### src/rtl/alu_issue_ctrl.sv
// alu_issue_ctrl
// ----------------------------------------------------------------------------
// Issue/control front end for the combinational datapath ALU.
//
// A request is accepted in IDLE. Its MIPS-style ALUOp/funct/opcode fields are
// decoded into the 4-bit ALU control code. The code and both operands are
// registered and driven into the ALU. They are then held frozen for
// EXEC_CYCLES cycles so the ALU output can settle. At the end of that window
// the ALU result is captured and returned over a valid/ready response channel,
// together with zero and illegal flags.
//
// Parameters
//   EXEC_CYCLES   cycles the ALU inputs are held before sampling (1..15)
//
// Ports
//   clk           clock, rising edge
//   rst_n         asynchronous active-low reset
//   req_valid     request present
//   req_ready     block can accept a request (high only in IDLE)
//   ALU_op        00 add, 01 sub, 10 R-type (funct), 11 immediate (opcode)
//   funct         R-type function field
//   opcode        instruction opcode
//   operand_a     first operand
//   operand_b     second operand
//   ALU_control   registered control code to the ALU
//   ALU_operand_1 registered operand to the ALU
//   ALU_operand_2 registered operand to the ALU
//   ALU_result    combinational result from the ALU
//   rsp_valid     response present (high only in DONE)
//   rsp_ready     consumer accepts the response
//   rsp_result    captured result, forced to 0 for illegal requests
//   rsp_zero      rsp_result == 0
//   rsp_illegal   request did not decode
// ----------------------------------------------------------------------------
module alu_issue_ctrl #(
    parameter int unsigned EXEC_CYCLES = 1
) (
    input  logic        clk,
    input  logic        rst_n,
    input  logic        req_valid,
    output logic        req_ready,
    input  logic [1:0]  ALU_op,
    input  logic [5:0]  funct,
    input  logic [5:0]  opcode,
    input  logic [31:0] operand_a,
    input  logic [31:0] operand_b,
    output logic [3:0]  ALU_control,
    output logic [31:0] ALU_operand_1,
    output logic [31:0] ALU_operand_2,
    input  logic [31:0] ALU_result,
    output logic        rsp_valid,
    input  logic        rsp_ready,
    output logic [31:0] rsp_result,
    output logic        rsp_zero,
    output logic        rsp_illegal
);

    typedef enum logic [1:0] {
        IDLE = 2'd0,
        EXEC = 2'd1,
        DONE = 2'd2
    } state_t;

    // ALU control codes
    localparam logic [3:0] CTRL_AND = 4'b0000;
    localparam logic [3:0] CTRL_OR  = 4'b0001;
    localparam logic [3:0] CTRL_ADD = 4'b0010;
    localparam logic [3:0] CTRL_SUB = 4'b0110;
    localparam logic [3:0] CTRL_SLT = 4'b0111;
    localparam logic [3:0] CTRL_NOR = 4'b1100;

    // The counter counts down to 0; the capture happens in the cycle it reads 0,
    // so loading EXEC_CYCLES-1 gives exactly EXEC_CYCLES cycles in EXEC.
    localparam logic [3:0] CNT_LOAD = 4'(EXEC_CYCLES - 1);

    state_t      state_reg,       state_next;
    logic [3:0]  cnt_reg,         cnt_next;
    logic [3:0]  ctrl_reg,        ctrl_next;
    logic [31:0] op1_reg,         op1_next;
    logic [31:0] op2_reg,         op2_next;
    logic        illegal_reg,     illegal_next;
    logic [31:0] rsp_result_reg,  rsp_result_next;
    logic        rsp_zero_reg,    rsp_zero_next;
    logic        rsp_illegal_reg, rsp_illegal_next;

    logic [3:0]  dec_ctrl;
    logic        dec_illegal;
    logic [31:0] capture_value;

    // ------------------------------------------------------------------------
    // Request decode. Undecodable requests still present a benign ADD code to
    // the ALU; their result is discarded at capture time.
    // ------------------------------------------------------------------------
    always_comb begin
        dec_ctrl    = CTRL_ADD;
        dec_illegal = 1'b0;
        case (ALU_op)
            2'b00: dec_ctrl = CTRL_ADD;
            2'b01: dec_ctrl = CTRL_SUB;
            2'b10: begin
                case (funct)
                    6'b100000: dec_ctrl = CTRL_ADD;
                    6'b100010: dec_ctrl = CTRL_SUB;
                    6'b100100: dec_ctrl = CTRL_AND;
                    6'b100101: dec_ctrl = CTRL_OR;
                    6'b101010: dec_ctrl = CTRL_SLT;
                    6'b100111: dec_ctrl = CTRL_NOR;
                    default:   dec_illegal = 1'b1;
                endcase
            end
            default: begin
                case (opcode)
                    6'b001000: dec_ctrl = CTRL_ADD;   // addi
                    6'b001100: dec_ctrl = CTRL_AND;   // andi
                    6'b001101: dec_ctrl = CTRL_OR;    // ori
                    6'b001010: dec_ctrl = CTRL_SLT;   // slti
                    default:   dec_illegal = 1'b1;
                endcase
            end
        endcase
    end

    assign capture_value = illegal_reg ? 32'd0 : ALU_result;

    // ------------------------------------------------------------------------
    // Next-state logic
    // ------------------------------------------------------------------------
    always_comb begin
        state_next       = state_reg;
        cnt_next         = cnt_reg;
        ctrl_next        = ctrl_reg;
        op1_next         = op1_reg;
        op2_next         = op2_reg;
        illegal_next     = illegal_reg;
        rsp_result_next  = rsp_result_reg;
        rsp_zero_next    = rsp_zero_reg;
        rsp_illegal_next = rsp_illegal_reg;

        case (state_reg)
            IDLE: begin
                if (req_valid) begin
                    ctrl_next    = dec_ctrl;
                    op1_next     = operand_a;
                    op2_next     = operand_b;
                    illegal_next = dec_illegal;
                    cnt_next     = CNT_LOAD;
                    state_next   = EXEC;
                end
            end
            EXEC: begin
                if (cnt_reg == 4'd0) begin
                    rsp_result_next  = capture_value;
                    rsp_zero_next    = ~|capture_value;
                    rsp_illegal_next = illegal_reg;
                    state_next       = DONE;
                end else begin
                    cnt_next = cnt_reg - 4'd1;
                end
            end
            DONE: begin
                if (rsp_ready) begin
                    state_next = IDLE;
                end
            end
            default: state_next = IDLE;
        endcase
    end

    // ------------------------------------------------------------------------
    // State registers
    // ------------------------------------------------------------------------
    always_ff @(posedge clk or negedge rst_n) begin
        if (!rst_n) begin
            state_reg       <= IDLE;
            cnt_reg         <= 4'd0;
            ctrl_reg        <= 4'd0;
            op1_reg         <= 32'd0;
            op2_reg         <= 32'd0;
            illegal_reg     <= 1'b0;
            rsp_result_reg  <= 32'd0;
            rsp_zero_reg    <= 1'b0;
            rsp_illegal_reg <= 1'b0;
        end else begin
            state_reg       <= state_next;
            cnt_reg         <= cnt_next;
            ctrl_reg        <= ctrl_next;
            op1_reg         <= op1_next;
            op2_reg         <= op2_next;
            illegal_reg     <= illegal_next;
            rsp_result_reg  <= rsp_result_next;
            rsp_zero_reg    <= rsp_zero_next;
            rsp_illegal_reg <= rsp_illegal_next;
        end
    end

    assign req_ready     = (state_reg == IDLE);
    assign rsp_valid     = (state_reg == DONE);
    assign ALU_control   = ctrl_reg;
    assign ALU_operand_1 = op1_reg;
    assign ALU_operand_2 = op2_reg;
    assign rsp_result    = rsp_result_reg;
    assign rsp_zero      = rsp_zero_reg;
    assign rsp_illegal   = rsp_illegal_reg;

endmodule

### config.mk
export PLATFORM = sky130hd
export DESIGN_NAME = alu_issue_ctrl
export DESIGN_NICKNAME = d
export VERILOG_FILES = /design/src/rtl/alu_issue_ctrl.sv
export SDC_FILE = /design/constraint.sdc
export NUM_CORES = 1
export LEC_CHECK = 0
export ABC_AREA = 1
export BUFFER_PORTS_ARGS = -buffer_cell sky130_fd_sc_hd__buf_4
export CORE_MARGIN = 4
export CORE_UTILIZATION = 35
export CTS_BUF_LIST = sky130_fd_sc_hd__clkbuf_8
export CTS_CLUSTER_SIZE = 12
export DETAILED_ROUTE_END_ITERATION = 12
export GPL_TIMING_DRIVEN = 0
export PLACE_DENSITY_LB_ADDON = 0.08
export SETUP_SLACK_MARGIN = 0.3
export SLEW_MARGIN = 0
export SYNTH_ARGS = -nofsm -noshare
export SYNTH_HDL_FRONTEND = slang
export SYNTH_SLANG_ARGS = --single-unit
export TNS_END_PERCENT = 30
### constraint.sdc
create_clock -name clk -period 1.6 [get_ports clk]
set_clock_uncertainty 0.1 [all_clocks]
set_input_delay 0 -clock clk [delete_from_list [all_inputs] [get_ports clk]]
set_output_delay 0 -clock clk [all_outputs]
set_load 0.01 [all_outputs]
==> flow_metrics.tcl <==
set metrics [dict create \
    synth_ff_type "dfrtp_1" \
    cts-root-buf "clkbuf_8" \
    cp_max_fo 10 \
    drtPass1Iterations 6 \
    cp.required_ns 1.79 \
    synth-seq-cells 109 \
    vias_per_cell 4.47 \
    clock_latency_ns 0.37 \
    drc 0 \
    die_area_mm2 0.0152 \
    grt_pass1_vias 4814 \
    ioPinCount 218 \
    setup_viol_count_final 0 \
    final.period_utilization_pct 88.7 \
    yosysUniqueCellTypes 24 \
    clock_path_buffers 2 \
    period_needed_ns 1.42 \
    setup_slack_ns 0.180 \
    end_kind "register" \
    worstSetupStartpointType "register" \
    grt_max_degree 110 \
    drtIter0Drc 276 \
    violations "hold timing" \
    synthArstFlopShare_pct 100 \
    synthesis.instances 559 \
    wl_per_cell_um 13.8 \
    drt-total-wl_mm 15.0 \
    nets 1025 \
    drive_gt1_share_pct 35.1 \
    max_slew_margin_pct 69.0 \
    fin_util_pct 64.4 \
    syn_area_per_cell_um2 8.32 \
    die_h_um 123 \
    gp_congestion 0.735 \
    cts.clk_slew.worst_paths_ns 0.10 \
    grtUsageTotal_pct 19.2 \
    synth-edff-count 0 \
    drv_cap 0 \
    synthTopCellsByArea "dfrtp_1, nand2_1, nor2_1" \
    synth_area_mm2 0.00465 \
    cts_buffers 9 \
    areaGrowthSynthToFinish_pct 77.5 \
    dp_hpwl_mm 10.2 \
    gr-total-overflow 0 \
    synth_area_leader_cell "dfrtp_1" \
    max_freq_ghz 0.704 \
    cts_tree "done" \
    num_antenna_cells 0 \
    vdd_drop_max_mv 0.780 \
    rsz0062_at_grt "true" \
    synth_common_cells "nand2_1, dfrtp_1, nor2_1, inv_1" \
    yosysWarnings 0 \
    h-tree-depth 3 \
    core-area_mm2 0.0128 \
    io_buffers 217 \
    hold_viol_final 19 \
    max_stage_delay_ns 0.39 \
    dr_total_vias 4860 \
    dp_slack_ns 0.0238 \
    tns_ns 0 \
    grt_antenna_before_repair 0 \
    hp-class "in -> async" \
    worst-slew-pin-transition_ns 0.465 \
    path_class "reg -> reg" \
    leakagePower_nw 4.44 \
    power.density_mw_per_mm2 1630 \
    syn_nets 674 \
    yosysSeqAreaShare_pct 58.6 \
    cts_num_sinks 109 \
    postRouteAntennaNets 0 \
    worst_path_max_delay_cell "dfrtp_1" \
    crit_buf_inv 3 \
    synth_top_area_share_pct 58.6 \
    nFillCells 1058 \
    start_util_pct 36.3 \
    arrival_ns 1.61 \
    status "finished, violations left" \
    crit_chain "inv_2 -> ha_4 -> nand3_4 -> nor2_4 -> inv_4 -> buf_6 -> o31ai_2" \
    maxSlewViolCount 0 \
    grt_pass1_wl_mm 23.1 \
    placementRows 41 \
    crit_family "flip-flops" \
    fp.dieW_um 123 \
    yosysMostFrequentCell "nand2_1" \
    hold_ws_ns -0.0774 \
]
report_power, final:
| group | switching [mW] | internal [mW] | leakage, nW |
|---|---|---|---|
| Combinational | 3.62 | 3.59 | 2.97 |
| Clock | 0.944 | 0.605 | 0.0922 |
| Sequential | 0.716 | 4.01 | 1.38 |
worst paths after layout:
kind	startpoint	end	slack [ns]	cells past startpoint
min in group clk	req_valid	state_reg[0]	0.03	4
setup reg to reg	cnt_reg[0]	rsp_result[20]	0.18	7
setup / recovery	cnt_reg[0]	rsp_result[20]	0.18	7
max in group asynchronous	rst_n	ALU_operand_2[0]	0.77	3
hold reg to reg	rsp_result[31]	rsp_result[31]	0.38	2
hold / removal	rst_n	rsp_result[11]	-0.08	2
stage by stage:
stage	area, um^2	total power [mW]	instances
6_report	8260	13.5	1087
3_3_place_gp	6540	10.8	948
2_1_floorplan	4700	7.93	559
4_1_cts	8010	13.2	1082
3_5_place_dp	6540	11.0	948
5_1_grt	8260	14.5	1087
layer usage:
metal / routed length (um) / vias up / GRT usage, %
met1: 6290 / 2267 / 23.6
met3: 1080 / 18 / 4.89
met4: 289 / 0 / 7.34
met2: 7360 / 154 / 32.6
li1: - / 2421 / -
met5: 0 / - / 0
cell families after synthesis:
logic type                 after synthesis  synth area share (%)
buffers and inverters                   53                  6.37
AOI/OAI and AO/OA                       42                  5.14
DFF                                    109                  58.6
and+or+nand+nor                        354                  29.6
adders and majority gates                1                 0.269
cells in the final DEF, fill, tap and decap left out, drive strengths merged:
master,n
nand3b,2
o31ai,6
a21oi,5
nand4,2
ha,1
nand2,300
nor2,31
o21ai,29
nor3,3
clkbuf,13
clkinvlp,1
o21a,1
a31oi,1
buf,253
nand3,16
dfrtp,109
dlygate4sd3,109
inv,29
clkinv,4
area by class of cell:
cell class / count / area (um^2) / share of cell area [%]
timing repair buffer: 340 / 2950 / 35.7
sequential: 109 / 2730 / 33.0
multi-input combinational: 397 / 1810 / 21.9
buffer: 25 / 272 / 3.29
tap: 172 / 215 / 2.61
clock buffer: 10 / 138 / 1.67
inverter: 28 / 115 / 1.39
clock inverter: 6 / 36.3 / 0.439
what timing repair did:
| action | 4_1_cts | 5_1_grt |
|---|---|---|
| pin swaps | 8 | 16 |
| cloned | 2 | 3 |
| endpoints found under the hold margin | 212 | 109 |
| hold buffers | 108 | 1 |
| buffers inserted | 8 | 0 |
| gates resized for setup | 23 | 49 |
| setup endpoints to repair | 108 | 110 |
No activity file was read; power rests on OpenSTA's default activity.
